==> config.mk <==
export PLATFORM = sky130hd
export DESIGN_NAME = pc_update_unit
export DESIGN_NICKNAME = d
export VERILOG_FILES = /design/src/rtl/pc_update_unit.sv
export SDC_FILE = /design/constraint.sdc
export NUM_CORES = 1
export LEC_CHECK = 0
export CAP_MARGIN = 20
export CORE_MARGIN = 4
export CORE_UTILIZATION = 25
export CTS_CLUSTER_DIAMETER = 100
export CTS_CLUSTER_SIZE = 24
export DETAILED_ROUTE_END_ITERATION = 12
export SYNTH_ARGS = -nofsm -noshare
export SYNTH_HDL_FRONTEND = slang
export SYNTH_SLANG_ARGS = --single-unit
==> constraint.sdc <==
create_clock -name clk -period 3 [get_ports clk]
set_input_delay 0.45 -clock clk [delete_from_list [all_inputs] [get_ports clk]]
set_output_delay 0.45 -clock clk [all_outputs]
set_load 0.005 [all_outputs]
==> src/rtl/pc_update_unit.sv <==
// Program-counter register and next-PC selection for a single-cycle RV32I core.
// Chooses PC+4, PC+imm or rs1+imm from the decoded type and branch flags; all targets are word-aligned.
module pc_update_unit #(
  parameter int                XLEN     = 32,
  parameter logic [XLEN-1:0]   RESET_PC = '0
) (
  input  logic            clk,
  input  logic            rst,
  input  logic [22:0]     cword,
  input  logic [XLEN-1:0] imm,
  input  logic [XLEN-1:0] r,
  output logic [XLEN-1:0] pc,
  input  logic [3:0]      ZCNVFlags
);

  typedef enum logic [3:0] {
    T_LOAD   = 4'd0,
    T_OPIMM  = 4'd1,
    T_STORE  = 4'd2,
    T_OPREG  = 4'd3,
    T_LUI    = 4'd4,
    T_AUIPC  = 4'd5,
    T_BRANCH = 4'd6,
    T_JALR   = 4'd7,
    T_JAL    = 4'd8
  } inst_type_e;

  typedef enum logic [2:0] {
    F_BEQ  = 3'b000,
    F_BNE  = 3'b001,
    F_BLT  = 3'b100,
    F_BGE  = 3'b101,
    F_BLTU = 3'b110,
    F_BGEU = 3'b111
  } branch_fun3_e;

  localparam logic [XLEN-1:0] PC_STEP = XLEN'(4);

  logic [XLEN-1:0] r_pc;
  logic [XLEN-1:0] w_pc_plus4;
  logic [XLEN-1:0] w_pc_rel;
  logic [XLEN-1:0] w_reg_rel;
  logic [XLEN-1:0] w_target;
  logic [XLEN-1:0] w_next_pc;
  logic [3:0]      w_inst_type;
  logic [2:0]      w_fun3;
  logic            w_z;
  logic            w_c;
  logic            w_n;
  logic            w_v;
  logic            w_taken;
  logic            w_unused_cword;

  assign w_inst_type = cword[3:0];
  assign w_fun3      = cword[6:4];
  // Upper control bits belong to other datapath units.
  assign w_unused_cword = ^cword[22:7];

  assign w_z = ZCNVFlags[3];
  assign w_c = ZCNVFlags[2];
  assign w_n = ZCNVFlags[1];
  assign w_v = ZCNVFlags[0];

  assign w_pc_plus4 = r_pc + PC_STEP;
  assign w_pc_rel   = r_pc + imm;
  assign w_reg_rel  = r + imm;

  // Flags come from rs1 - rs2; C set means no borrow (rs1 >= rs2 unsigned).
  always_comb begin
    // NOTE: every always_comb output gets a default first so no path leaves it unassigned (no latch).
    w_taken = 1'b0;
    case (w_fun3)
      F_BEQ:   w_taken = w_z;
      F_BNE:   w_taken = !w_z;
      F_BLT:   w_taken = w_n ^ w_v;
      F_BGE:   w_taken = !(w_n ^ w_v);
      F_BLTU:  w_taken = !w_c;
      F_BGEU:  w_taken = w_c;
      default: w_taken = 1'b0;
    endcase
  end

  always_comb begin
    w_target = w_pc_plus4;
    case (w_inst_type)
      T_JAL:    w_target = w_pc_rel;
      T_JALR:   w_target = w_reg_rel;
      T_BRANCH: w_target = w_taken ? w_pc_rel : w_pc_plus4;
      default:  w_target = w_pc_plus4;
    endcase
  end

  // Fetch is word-aligned; this also provides the jalr LSB clear. No misalignment trap.
  assign w_next_pc = {w_target[XLEN-1:2], 2'b00};

  always_ff @(posedge clk) begin
    // NOTE: sequential state uses non-blocking assignments so all registers update from pre-edge values.
    if (rst) begin
      r_pc <= RESET_PC;
    end else begin
      r_pc <= w_next_pc;
    end
  end

  assign pc = r_pc;

endmodule

======== Word level (Yosys, flattened, before mapping) ========
Cells that the tools add are included.
Widths: inputs -> output; s select.
storage, ports and cells
  register bits after elaboration ......... 32
  word-level logic and storage cells ...... 21
operators by class
  add/subtract/negate cells ............... 3
  equal/unequal tests ..................... 8
  muxes and demuxes ....................... 3
  bitwise operators ....................... 1
  reductions and logical operators ........ 4
operator list
  cell                   number
  $pmux 32 s3            1
  $add 32x32->32         2
  $add 32x3->32 const B  1
  $mux 32                1
  $eq 3x3->1 const B     4
  $eq 4x3->1 const B     2
  $pmux 1 s6             1
  $eq 4x4->1 const B     1
  $eq 3x1->1 const B     1
  $logic_not 1->1        3
  $logic_not 3->1        1
  $xor 1x1->1            1

======== Longest topological paths before layout ========
  word-level depth ........................ 5
  gate-level depth with buffers ........... 12
  gate-level depth less buffers ........... 12

======== Least setup slack after synthesis ========
Ideal clock, no wire load.
  kind .................................... input to register
  from .................................... input port imm[2]
  to ...................................... register r_pc[30], in the netlist pc[30]
  setup time .............................. 0.087 ns
  arrival time ............................ 2.668 ns
  data required time ...................... 2.913 ns
  path slack .............................. 0.245 ns
  cell stages on the path ................. 12
  path buffers ............................ 0
  cells stage by stage .................... ha_1 > inv_1 > fa_1 > nor2b_1 > o31a_1 > o21ai_1 > a31oi_1 > a221o_1 > a21oi_1 > o32a_1 > a31o_2 > o31ai_1
between the ends
  cells in the longest elaborated chain, start to end .. 3
RTL lines
  item                  RTL line  text
  start, declared       10        input logic [XLEN-1:0] imm,
  $add 32x32->32        65        assign w_pc_rel = r_pc + imm;
  $mux 32               88        T_BRANCH: w_target = w_taken ? w_pc_rel : w_pc_plus4;
  $pmux 32 s3 (*)       85        case (w_inst_type)
  end signal, assigned  101       r_pc <= w_next_pc;
  end, declared         39        logic [XLEN-1:0] r_pc;
Every way passes the cells marked *; elsewhere a longest branch is shown, timed or not.
A chain may end at the register's enable or synchronous reset.

======== Final worst setup path ========
  from .................................... input port r[3]
  to ...................................... register r_pc[27], in the netlist pc[27]
between the ends
  cells in the longest elaborated chain, start to end .. 2
RTL lines
  item             RTL line  text
  start, declared  11        input logic [XLEN-1:0] r,
  $add 32x32->32   66        assign w_reg_rel = r + imm;
  $pmux 32 s3      85
Every way passes these cells.

==> results by group <==
Outcome
  • Status: completed

CTS
  • Clock tree buffer depth: 2
  • Reg clk slew, reported paths: 0.06 ns
  • Clk Latency, worst-skew pair: 0.29 ns
  • CTS buffer count: 5
  • Clk sinks: 30
  • TritonCTS clock tree: done
  • CTS root buf: clkbuf_16
  • Post-CTS Hold Buffers: 0
  • CTS H-tree lvls: 2

Routing
  • Routed vias/inst: 5.19
  • Vias: 5683
  • Post-Route WL: 17.4 mm
  • Wirelength per Cell: 15.8 um
  • Antenna viol nets, final: 0
  • Drt initial violations: 319
  • TritonRoute pass-1 iters: 5
  • DRC Markers: 0

Power
  • Worst IR drop on VDD: 0.172 mV
  • Sw Share: 36.1%
  • Combinational share of power: 52.5%
  • Internal Power: 1420 uW
  • Net Sw Power: 805 uW
  • Sequential share of power: 21.0%
  • Clock power share: 26.5%
  • Leak pwr: 0.00311 uW
  • PwrDens: 300 nW/um2

Logic synthesis
  • Ranking of synthesized cells by area: ha_1 16%, dfxtp_1 13%, xnor2_1 8.6%
  • Area leader, netlist: ha_1
  • Mapped Area: 4780 um2
  • Synth Register Bits: 30
  • Synth async-reset ratio: 0%
  • Share of the synthesized area in the top cell type: 15.7%
  • Syn Inst Count: 639
  • Main synth FF type: dfxtp_1
  • Avg Cell Area, Syn: 7.48 um2
  • Cell variety after synth: 73
  • Sequential fraction of the synthesis area: 12.6%
  • Synth Warn #: 0
  • Number of synthesized flops with an enable pin: 0

Finish
  • Antenna Cells: 0
  • Share of layout cells above drive strength 1: 22.9%
  • Fin util: 39.6%
  • Nets: 1014
  • Max reg flops: 30
  • Final non-filler cell total: 1095
  • Layout area overhead: 55.3%

Die
  • Starting Density: 25.5%
  • Row cnt: 50
  • Width of the die: 146 um
  • Core Area: 18800 um2
  • Die Height: 146 um
  • Top Ports: 125
  • Die footprint: 21400 um2

Global route
  • Remaining global-route overflow: 0
  • First-pass GRT wire length: 27.7 mm
  • Initial antenna violation count: 0
  • All-Layer GR Usage: 15.6%
  • Largest net degree at the start of global routing: 36
  • Vias in the first global route: 5618

STA
  • Final Critical Period: 2.93 ns
  • FMAX: 341 MHz
  • Final setup viols: 0
  • Fin crit share: 97.6%
  • Worst Clk Skew: 0.00405 ns
  • Worst hold slack: 0.599 ns
  • Final slew viol count: 0
  • Slew HR: 58.2%
  • Final hold viol count: 0
  • Worst-Margin Slew: 0.626 ns
  • Final worst slack: 0.0709 ns

Place
  • IO buf count: 106
  • DPL Wire Length: 13.8 mm
  • Worst slack, placed: -0.482 ns
  • RD Place Congestion: 0.868
  • Placed Instances: 1072

Setup path
  • CP startpoint kind: primary input
  • Critical path fanouts, max: 5
  • CP endpoint kind: flip-flop
  • WS Path Type: in2reg
  • Worst path required time: 3.15 ns
  • Crit path DAT: 3.08 ns

Worst hold path
  • Min-delay worst type: in2reg

Job
  • Max-cap violations: 0
kinds of logic (layout without fill, tap and decap cells):
family,count (synthesis),count (layout),share of synthesized area [%]
AOI/OAI and AO/OA,209,209,30.2
xor gates and xnor gates,73,73,13.4
adders and majority gates,61,61,16.1
buffers and inverters,46,267,4.61
DFF,30,30,12.6
other,1,2,0.0785
and+or+nand+nor,219,219,23.1
routing by layer:
layer	vias up	global-route usage (%)	wire, um
met3	24	3.10	887
met5	-	0	0
met4	0	3.72	308
met1	2628	19.6	7920
met2	157	27.3	8240
li1	2874	-	-
worst paths after layout:
path                         start           endpoint  slack, ns  depth (start not counted)
setup / recovery              r[3]  pc[27]$_SDFF_PP0_       0.07                         13
hold / removal              imm[2]   pc[2]$_SDFF_PP0_       0.60                          4
setup reg to reg  pc[2]$_SDFF_PP0_  pc[30]$_SDFF_PP0_       0.30                         12
hold reg to reg   pc[2]$_SDFF_PP0_   pc[2]$_SDFF_PP0_       0.62                          3
what timing repair did:
action,CTS,global route
resized for setup,17,50
pin swaps,17,27
setup endpoints to repair,11,17
setup buffers,15,2
stage by stage:
stage	TNS (ns)	area [um2]	total power, uW
2_1_floorplan	0	4780	1080
3_3_place_gp	-5.03	6870	1560
3_5_place_dp	-5.36	6870	1570
4_1_cts	0	7210	2180
5_1_grt	-0.183	7420	2370
6_report	0	7420	2230
final cells by class:
cell class / count / area, um2
timing repair buffer: 233 / 2030
fill: 1955 / 11300
multi-input combinational: 564 / 4230
sequential: 30 / 601
inverter: 26 / 97.6
tap: 234 / 293
clock buffer: 8 / 166
worst max-delay path, cell delays in order:
cell             delay, ns
clkdlybuf4s50_1       0.45
ha_4                  0.30
nand4_1               0.13
a21oi_2               0.18
o21ai_2               0.07
buf_4                 0.16
o311a_4               0.33
o221ai_4              0.20
a31oi_4               0.16
buf_6                 0.16
o211a_1               0.22
nor3_2                0.14
o221ai_1              0.12
power by group through the flow:
stage	sequential (uW)	clock [uW]	combinational, uW
global placement	475	0	1090
detailed placement	475	0	1090
floorplan	472	0	607
finish	468	591	1170
CTS	467	596	1120
global route	472	609	1290
cell usage after synthesis, drive strengths merged, types with 12 or more instances:
master / count
ha: 60
dfxtp: 30
xnor2: 47
xor2: 26
nor3: 17
clkbuf: 18
nand4: 16
inv: 26
nand3: 22
nand2: 62
a22oi: 12
nor2: 41
a21oi: 62
o21ai: 36
cells in the final DEF (no fill, tap or decap), types with 8 or more instances in the layout:
cell	synthesis	layout
and3_1	9	9
dfxtp_1	30	30
nor3_1	17	15
a22oi_1	11	11
nor2_1	41	41
a21oi_2	1	12
nand2_1	62	61
o21ai_0	29	23
a21oi_1	61	50
ha_1	60	48
xor2_1	26	26
a21o_1	9	9
buf_4	2	125
xnor2_1	47	47
o21ai_1	6	10
a222oi_1	10	10
clkdlybuf4s50_1	0	95
ha_4	0	9
nor4_1	8	8
nand4_1	16	16
nand3_1	22	22
inv_1	26	26
(Power assumes the default switching activity.)
